==> src/rtl/keypad_scanner.sv <==
// keypad_scanner
//   Scans a 6-row x 4-column matrix keypad, debounces whole scan frames and
//   reports one accepted key at a time.
//
//   Parameters
//     SCAN_DIV        clock cycles each column is driven (4..65535)
//     DEBOUNCE_FRAMES identical frames needed to accept a press/release (1..15)
//
//   Ports
//     clk      in   system clock
//     reset    in   synchronous, active-high reset
//     row_n    in   [5:0] keypad rows, active-low, asynchronous to clk
//     col_n    out  [3:0] column drive, active-low, exactly one bit low
//     newkey   out  one-cycle pulse per accepted keypress
//     keycode  out  [4:0] code of the last accepted key, held between presses
//     keydown  out  high while the accepted key is considered held
//
//   The FSM state is held in the enum signal state_q so that checkers can
//   bind to it directly.
module keypad_scanner #(
  parameter int SCAN_DIV        = 1000,
  parameter int DEBOUNCE_FRAMES = 4
) (
  input  logic       clk,
  input  logic       reset,
  input  logic [5:0] row_n,
  output logic [3:0] col_n,
  output logic       newkey,
  output logic [4:0] keycode,
  output logic       keydown
);

  typedef enum logic [1:0] {IDLE = 2'd0, DEBOUNCE = 2'd1, PRESSED = 2'd2} state_t;

  localparam logic [15:0] DIV_LAST = 16'(SCAN_DIV - 1);
  localparam logic [4:0]  DF5      = 5'(DEBOUNCE_FRAMES);

  // Row code table: rows 0-3 are hex digits 4r+c, rows 4/5 are function keys.
  function automatic logic [4:0] key_map(input logic [2:0] r, input logic [1:0] c);
    logic [4:0] code;
    case (r)
      3'd4: begin
        case (c)
          2'd0:    code = 5'b00001;
          2'd1:    code = 5'b00011;
          2'd2:    code = 5'b00100;
          default: code = 5'b01001;
        endcase
      end
      3'd5:    code = (c == 2'd0) ? 5'b01010 : 5'b01011;
      default: code = {1'b1, r[1:0], c};
    endcase
    return code;
  endfunction

  // Two-flop synchronizer; idle (all ones) out of reset.
  logic [5:0] row_s1, row_s2;

  always_ff @(posedge clk) begin
    if (reset) begin
      row_s1 <= '1;
      row_s2 <= '1;
    end else begin
      row_s1 <= row_n;
      row_s2 <= row_s1;
    end
  end

  // Column timing. col and col_n are both registered so col_n never glitches.
  logic [15:0] div_cnt;
  logic [1:0]  col;
  logic        col_end, frame_end;

  assign col_end   = (div_cnt == DIV_LAST);
  assign frame_end = col_end && (col == 2'd3);

  always_ff @(posedge clk) begin
    if (reset) begin
      div_cnt <= '0;
      col     <= 2'd0;
      col_n   <= 4'b1110;
    end else if (col_end) begin
      div_cnt <= '0;
      col     <= col + 2'd1;
      col_n   <= {col_n[2:0], col_n[3]};
    end else begin
      div_cnt <= div_cnt + 16'd1;
    end
  end

  // Keys seen in the active column. Hit counts saturate at 2 ("many").
  logic [5:0] hit;
  logic [1:0] col_hits;
  logic [4:0] col_code;

  always_comb begin
    hit      = ~row_s2;
    if (col[1]) hit[5] = 1'b0;  // row 5 has no keys in columns 2 and 3
    col_hits = 2'd0;
    col_code = 5'd0;
    for (int r = 0; r < 6; r++) begin
      if (hit[r]) begin
        if (col_hits != 2'd2) col_hits = col_hits + 2'd1;
        col_code = key_map(3'(r), col);
      end
    end
  end

  // Frame accumulation across the four column samples.
  logic [1:0] acc_hits;
  logic [4:0] acc_code;
  logic [2:0] tot_sum;
  logic [1:0] tot_hits;
  logic [4:0] tot_code;

  always_comb begin
    tot_sum  = {1'b0, acc_hits} + {1'b0, col_hits};
    tot_hits = (tot_sum >= 3'd2) ? 2'd2 : tot_sum[1:0];
    tot_code = (col_hits != 2'd0) ? col_code : acc_code;
  end

  always_ff @(posedge clk) begin
    if (reset || frame_end) begin
      acc_hits <= 2'd0;
      acc_code <= 5'd0;
    end else if (col_end) begin
      acc_hits <= tot_hits;
      acc_code <= tot_code;
    end
  end

  // Debounce FSM
  state_t     state_q, state_d;
  logic [3:0] cnt_q, cnt_d;
  logic [4:0] cand_q, cand_d;
  logic       accept;
  logic       newkey_q;
  logic [4:0] keycode_q;
  logic [4:0] cnt_inc;
  logic [3:0] cnt_sat;

  assign cnt_inc = {1'b0, cnt_q} + 5'd1;
  assign cnt_sat = cnt_inc[4] ? 4'hF : cnt_inc[3:0];

  always_ff @(posedge clk) begin
    if (reset) begin
      state_q   <= IDLE;
      cnt_q     <= 4'd0;
      cand_q    <= 5'd0;
      newkey_q  <= 1'b0;
      keycode_q <= 5'd0;
    end else begin
      state_q  <= state_d;
      cnt_q    <= cnt_d;
      cand_q   <= cand_d;
      newkey_q <= accept;
      if (accept) keycode_q <= tot_code;
    end
  end

  always_comb begin
    state_d = state_q;
    cnt_d   = cnt_q;
    cand_d  = cand_q;
    accept  = 1'b0;
    if (frame_end) begin
      case (state_q)
        IDLE: begin
          if (tot_hits == 2'd1) begin
            cand_d = tot_code;
            if (DF5 == 5'd1) begin
              state_d = PRESSED;
              cnt_d   = 4'd0;
              accept  = 1'b1;
            end else begin
              state_d = DEBOUNCE;
              cnt_d   = 4'd1;
            end
          end
        end
        DEBOUNCE: begin
          if (tot_hits == 2'd1) begin
            if (tot_code == cand_q) begin
              if (cnt_inc >= DF5) begin
                state_d = PRESSED;
                cnt_d   = 4'd0;
                accept  = 1'b1;
              end else begin
                cnt_d = cnt_sat;
              end
            end else begin
              cand_d = tot_code;
              cnt_d  = 4'd1;
            end
          end else begin
            state_d = IDLE;
            cnt_d   = 4'd0;
          end
        end
        PRESSED: begin
          if (tot_hits == 2'd0) begin
            if (cnt_inc >= DF5) begin
              state_d = IDLE;
              cnt_d   = 4'd0;
            end else begin
              cnt_d = cnt_sat;
            end
          end else begin
            cnt_d = 4'd0;  // any key activity restarts the release count
          end
        end
        default: begin
          state_d = IDLE;
          cnt_d   = 4'd0;
        end
      endcase
    end
  end

  always_comb begin
    keydown = (state_q == PRESSED);
    newkey  = newkey_q;
    keycode = keycode_q;
  end

endmodule

==> config.mk <==
export PLATFORM = sky130hd
export DESIGN_NAME = keypad_scanner
export DESIGN_NICKNAME = d
export VERILOG_FILES = /design/src/rtl/keypad_scanner.sv
export SDC_FILE = /design/constraint.sdc
export NUM_CORES = 1
export LEC_CHECK = 0
export BUFFER_PORTS_ARGS = -buffer_cell sky130_fd_sc_hd__buf_2
export CORE_MARGIN = 1.5
export CORE_UTILIZATION = 45
export CTS_CLUSTER_DIAMETER = 80
export DETAILED_ROUTE_END_ITERATION = 12
export PLACE_DENSITY = 0.61
export SLEW_MARGIN = 15
export SYNTH_ARGS = -nofsm -noshare
export SYNTH_HDL_FRONTEND = slang
export SYNTH_SLANG_ARGS = --single-unit
==> constraint.sdc <==
create_clock -name clk -period 5.94 [get_ports clk]
set_clock_uncertainty 0.2 [all_clocks]
set_input_delay 1.782 -clock clk [delete_from_list [all_inputs] [get_ports clk]]
set_output_delay 1.782 -clock clk [all_outputs]
set_load 0.02 [all_outputs]
Yosys cells after proc, flatten, opt, wreduce, memory -nomap -nowiden --
Index checks and enable logic that the tools add are counted.
Storage, ports and cells: flip-flop bits (word level) 58, bits of input ports 8, output and inout port bits 11, word-level logic and storage cells 100
Operators by class: add/subtract/negate cells 9, order comparisons 2, equal/unequal tests 20, multiplexer cells 45, bitwise operators 1, reductions and logical operators 11
Operator list (count):
- 5-bit 2-to-1 mux | 10
- 2-bit 2-to-1 mux | 17
- 4-bit 2-to-1 mux | 6
- 4-bit case mux with 3 select lines | 2
- 16-bit by 1-bit adder with 16-bit output, second input constant | 1
- 16-bit by 10-bit == test with 1-bit output, second input constant | 1
- 2-bit != test, second input constant | 8
- 2-bit by 1-bit adder with 2-bit output, second input constant | 6
- 5-bit case mux with 2 select lines | 1
- 1-bit 2-to-1 mux | 8
- 2-bit by 1-bit == test with 1-bit output, second input constant | 3
- 2-bit == test, second input constant | 3
- 2-bit zero test | 3
- 3-bit != test, second input constant | 2
- 6-bit inverter | 1
- 2-bit case mux with 3 select lines | 1
- 6-bit AND reduction | 1
- 4-bit by 1-bit adder with 5-bit output, second input constant | 1
- 5-bit == test | 1
- 5-bit by 3-bit >= comparator with 1-bit output, second input constant | 1
- 5-bit AND reduction | 1
- 2-bit by 1-bit != test with 1-bit output, second input constant | 2
- 2-bit nonzero test | 2
- 2-bit by 2-bit adder with 3-bit output | 1
- 5 further kinds | 5

Longest topological paths before layout --
word-level depth 24, depth in mapped cells 24, gate-level depth less buffers 24

Worst setup path before layout --
OpenSTA, ideal clock, no wires.
path kind flip-flop to flip-flop, start register row_s2[0], end register keycode_q[4], in the netlist keycode[4], library setup time 0.128 ns, data arrival time 4.483 ns, data required time 5.612 ns, path slack 1.129 ns, stages on the path, launching flop included 25, path buffers 0, period minus slack after synthesis 4.811 ns, path through dfxtp_1 inv_1 ha_1 or3_4 a21oi_4 nor2_1 ha_1 nor2b_1 a31oi_1 ha_1 nor3_1 a21oi_2 o31ai_4 inv_4 ha_1 inv_1 fa_1 nand3_1 nor2_1 inv_1 nor2_1 nand3_1 nor4_4 mux2i_1 nor2_1
On the way: cells in the longest elaborated chain, start to end 24, elaborated cells on any way between the ends 39, classes of those cells add/sub (6); order compare (1); eq/ne (7); mux (23); bitwise (1); reduce/logical (1)
Ends and longest elaborated chain:
- from (decl) | RTL line 57 | logic [5:0] row_s1, row_s2;
- from (signal assigned) | RTL line 65 | row_s2 <= row_s1;
- 6-bit inverter * | RTL line 97 | hit = ~row_s2;
- 1-bit 2-to-1 mux | RTL line 102 | if (hit[r]) begin
- 2-bit by 1-bit adder with 2-bit output or 2-bit != test (tied branches) | RTL line 103 | if (col_hits != 2'd2) col_hits = col_hits + 2'd1;
- 2-bit 2-to-1 mux | RTL line 103
- 2-bit 2-to-1 mux | RTL line 102
- 2-bit by 1-bit adder with 2-bit output or 2-bit != test (tied branches) | RTL line 103
- 2-bit 2-to-1 mux | RTL line 103
- 2-bit 2-to-1 mux | RTL line 102
- (+8 left out)
- 2-bit 2-to-1 mux | RTL line 102
- 2-bit by 2-bit adder with 3-bit output or 2-bit nonzero test (tied branches) | RTL line 117, 119
- 3-bit by 2-bit >= comparator with 1-bit output or 5-bit 2-to-1 mux (tied branches) | RTL line 118, 119
- 2-bit 2-to-1 mux or 5-bit == test (tied branches) | RTL line 118, 183
- 2-bit by 1-bit == test with 1-bit output or 1-bit 2-to-1 mux (tied branches) | RTL line 182, 183
- 1-bit 2-to-1 mux | RTL line 182 | if (tot_hits == 2'd1) begin
- 1-bit 2-to-1 mux | RTL line 167 | case (state_q)
- 1-bit 2-to-1 mux | RTL line 166 | if (frame_end) begin
- to (signal assigned) | RTL line 157 | if (accept) keycode_q <= tot_code;
- to (decl) | RTL line 138 | logic [4:0] keycode_q;
Every way passes the cells marked *; elsewhere a longest branch is shown, timed or not. A chain may end at the register's enable or synchronous reset.

Worst setup path in the final report --
start register row_s2[0], end register keycode_q[2], in the netlist keycode[2]
The elaborated chain is that of the path after synthesis.

==> results.json <==
{
  "status": "finished clean",
  "grt.total_usage": 0.1833,
  "ys_warn_count": 0,
  "ir_drop_uv": 215.2,
  "dpl.hpwl_um": 4139,
  "cts.path.max_buffers": 2,
  "pre_cts_ws_ps": 692.1,
  "setup-violations-final": 0,
  "insertion_delay_ps": 330,
  "wirelength_um": 5890,
  "rsz0062_at_grt": "false",
  "syn-num-nets": 364,
  "vias": 2342,
  "fin_ws_ps": 664.6,
  "synth-async-reset-ratio": 0,
  "post-route-util": 0.5159,
  "avgSynthCellArea_um2": 8.714,
  "dieArea_um2": 7059,
  "cts_resized": 0,
  "ys_seq_area_frac": 0.3931,
  "ys_types": 61,
  "cts.reportedPaths.clkPinSlew_ps": 70,
  "postCtsSetupBuffers": 0,
  "p_leak_nw": 1.363,
  "antenna_found_initial": 0,
  "final_hold_viol_count": 0,
  "required_ps": 5940,
  "syn2layout_area_growth_pct": 10.89,
  "hold_buffers": 0,
  "drt_first_pass_iters": 4,
  "crit_arrival_ps": 5280,
  "slew_headroom": 0.5445,
  "core-area_um2": 6350,
  "maxCapViolCount": 0,
  "period_minus_slack_ps": 5275,
  "tightest_slew_ps": 681.3,
  "hold_class": "flip-flop to flip-flop",
  "chipHeight_um": 84.02,
  "ios": 19,
  "drc_errors": 0,
  "end_kind": "flip-flop",
  "grt.overflow.total": 0,
  "crit_type": "flip-flop to flip-flop",
  "wl_per_cell_um": 13.45,
  "cts_sinks": 58,
  "antenna_cells": 0,
  "start_util": 0.4652,
  "fin_nets": 381,
  "port_buffers": 18,
  "finalSetupTns_ps": 0,
  "syn_inst": 339,
  "fmaxAchievable_mhz": 189.6,
  "dp_cells": 422,
  "drtIter0Drc": 106,
  "die_width_um": 84.02,
  "cp_slowest_stage_delay_ps": 520,
  "cp_top_family": "simple AND/OR/NAND/NOR gates",
  "finalNonFillerCells": 438,
  "place_congestion": 0.8230,
  "grt_pass1_wl_um": 10340,
  "synth_edf_count": 0,
  "grt_pass1_vias": 2246,
  "cts-root-buf": "clkbuf_8",
  "finalCritPeriodShare": 0.8881,
  "cts_tree": "built",
  "cts_buffers": 9,
  "path_cells": "inv_1, ha_1, or3_4, a21oi_4, nor2_1, ha_1, nor2b_1, a31oi_1, ha_1, nor3_1, a21oi_2, o31ai_4, inv_4, ha_1, inv_1, fa_1, nand3_1, nor2_1, inv_1, nor2_1, nand3_1, nor4_4, mux2i_1, nor2_1",
  "crit_buf_inv": 4,
  "ant_nets": 0,
  "crit_path_start_kind": "flip-flop",
  "layout-drive-gt1-share": 0.1801,
  "slew_viol_final": 0,
  "grt_start_max_net_pins": 38,
  "cpMaxStageDelayCell": "fa_1",
  "htree_levels": 3,
  "syn_area_um2": 2954,
  "synth_seq_cells": 58,
  "rows": 29,
  "path_max_fanout": 5,
  "vias_per_cell": 5.347,
  "synthFlopType": "dfxtp_1",
  "power_density_nw_per_um2": 258.7
}
## Yosys cell counts (2+ instances only)
cell | instances | area share
a211oi_1 | 2 | 0.0051
a21o_1 | 2 | 0.0051
a21oi_1 | 15 | 0.025
a22oi_1 | 6 | 0.015
a31oi_1 | 4 | 0.0085
and2_1 | 3 | 0.0064
and3_1 | 6 | 0.013
buf_6 | 2 | 0.0076
clkbuf_1 | 10 | 0.013
dfxtp_1 | 58 | 0.39
ha_1 | 16 | 0.068
inv_1 | 12 | 0.015
inv_2 | 2 | 0.0025
mux2i_1 | 7 | 0.024
nand2_1 | 34 | 0.043
nand3_1 | 17 | 0.029
nand4_1 | 6 | 0.013
nor2_1 | 47 | 0.060
nor2b_1 | 3 | 0.0064
nor3_1 | 7 | 0.012
nor3_2 | 2 | 0.0068
nor4_1 | 3 | 0.0064
o211a_1 | 2 | 0.0068
o21ai_0 | 8 | 0.014
o31ai_1 | 2 | 0.0051
or2_1 | 2 | 0.0042
or2_2 | 13 | 0.028
or4_1 | 2 | 0.0051
xnor2_1 | 5 | 0.015
xor2_1 | 10 | 0.030
## power by group
part | internal [mW] | switching [mW] | total, mW
logic | 0.0341 | 0.0568 | 0.0908
registers | 0.394 | 0.00535 | 0.400
clock network | 0.204 | 0.153 | 0.357
total | 0.632 | 0.215 | 0.847
## metal layers
layer,track usage,share of wire,vias up
li1,-,-,1213
met1,0.2228,0.45,1061
met2,0.2945,0.48,60
met3,0.05539,0.054,8
met4,0.08793,0.012,0
met5,0,0,-
## final cells by class
| class | instances | area, um^2 |
|---|---|---|
| fill | 581 | 3074 |
| multi-input combinational | 254 | 1674 |
| sequential | 58 | 1161 |
| clock buffer | 11 | 141.4 |
| tap | 77 | 96.34 |
| timing repair buffer | 18 | 90.09 |
| inverter | 15 | 58.81 |
| clock inverter | 5 | 53.80 |
## flip-flops by register name, summed over array words and instances (netlist names), 2 cells and up
signal,count
div_cnt,16
col_n,4
row_s2,6
cand_q,5
acc_hits,2
keycode,5
col,2
state_q,2
row_s1,6
acc_code,5
cnt_q,4
## worst paths after layout
path	slack, ps	startpoint	cells after the start	to
hold / removal	200	row_s1[5]	1	row_s2[5]
hold reg to reg	200	row_s1[5]	1	row_s2[5]
setup / recovery	660	row_s2[0]	24	keycode[2]
setup reg to reg	660	row_s2[0]	24	keycode[2]
## logic make-up (layout without fill, tap and decap cells)
| kind of cell | Yosys count | count (layout) | synth area share |
|---|---|---|---|
| and+or+nand+nor | 156 | 156 | 0.2736 |
| muxes | 7 | 7 | 0.02372 |
| buffers and inverters | 27 | 49 | 0.04024 |
| DFF | 58 | 58 | 0.3931 |
| adders and majority gates | 17 | 17 | 0.07454 |
| xor gates and xnor gates | 15 | 15 | 0.04447 |
| AOI/OAI and AO/OA | 59 | 59 | 0.1504 |
## metrics by stage
stage	hold slack, ps	area, um^2	power, mW
global route	229.0	3276	0.8906
floorplan	189.5	2954	0.4815
finish	201.9	3276	0.8475
global placement	193.9	3080	0.4978
detailed placement	192.8	3080	0.4980
CTS	206.0	3276	0.8589
## placed cells by master, fill, tap and decap left out, types with 6 or more instances in the layout
cell type  instances
a21oi_1           15
a22oi_1            6
and3_1             6
buf_2             18
clkbuf_8          10
dfxtp_1           58
ha_1              16
inv_1             12
mux2i_1            7
nand2_1           34
nand3_1           17
nand4_1            6
nor2_1            47
nor3_1             7
o21ai_0            8
or2_2             13
xor2_1            10
Power figures use the tool's default switching activity.
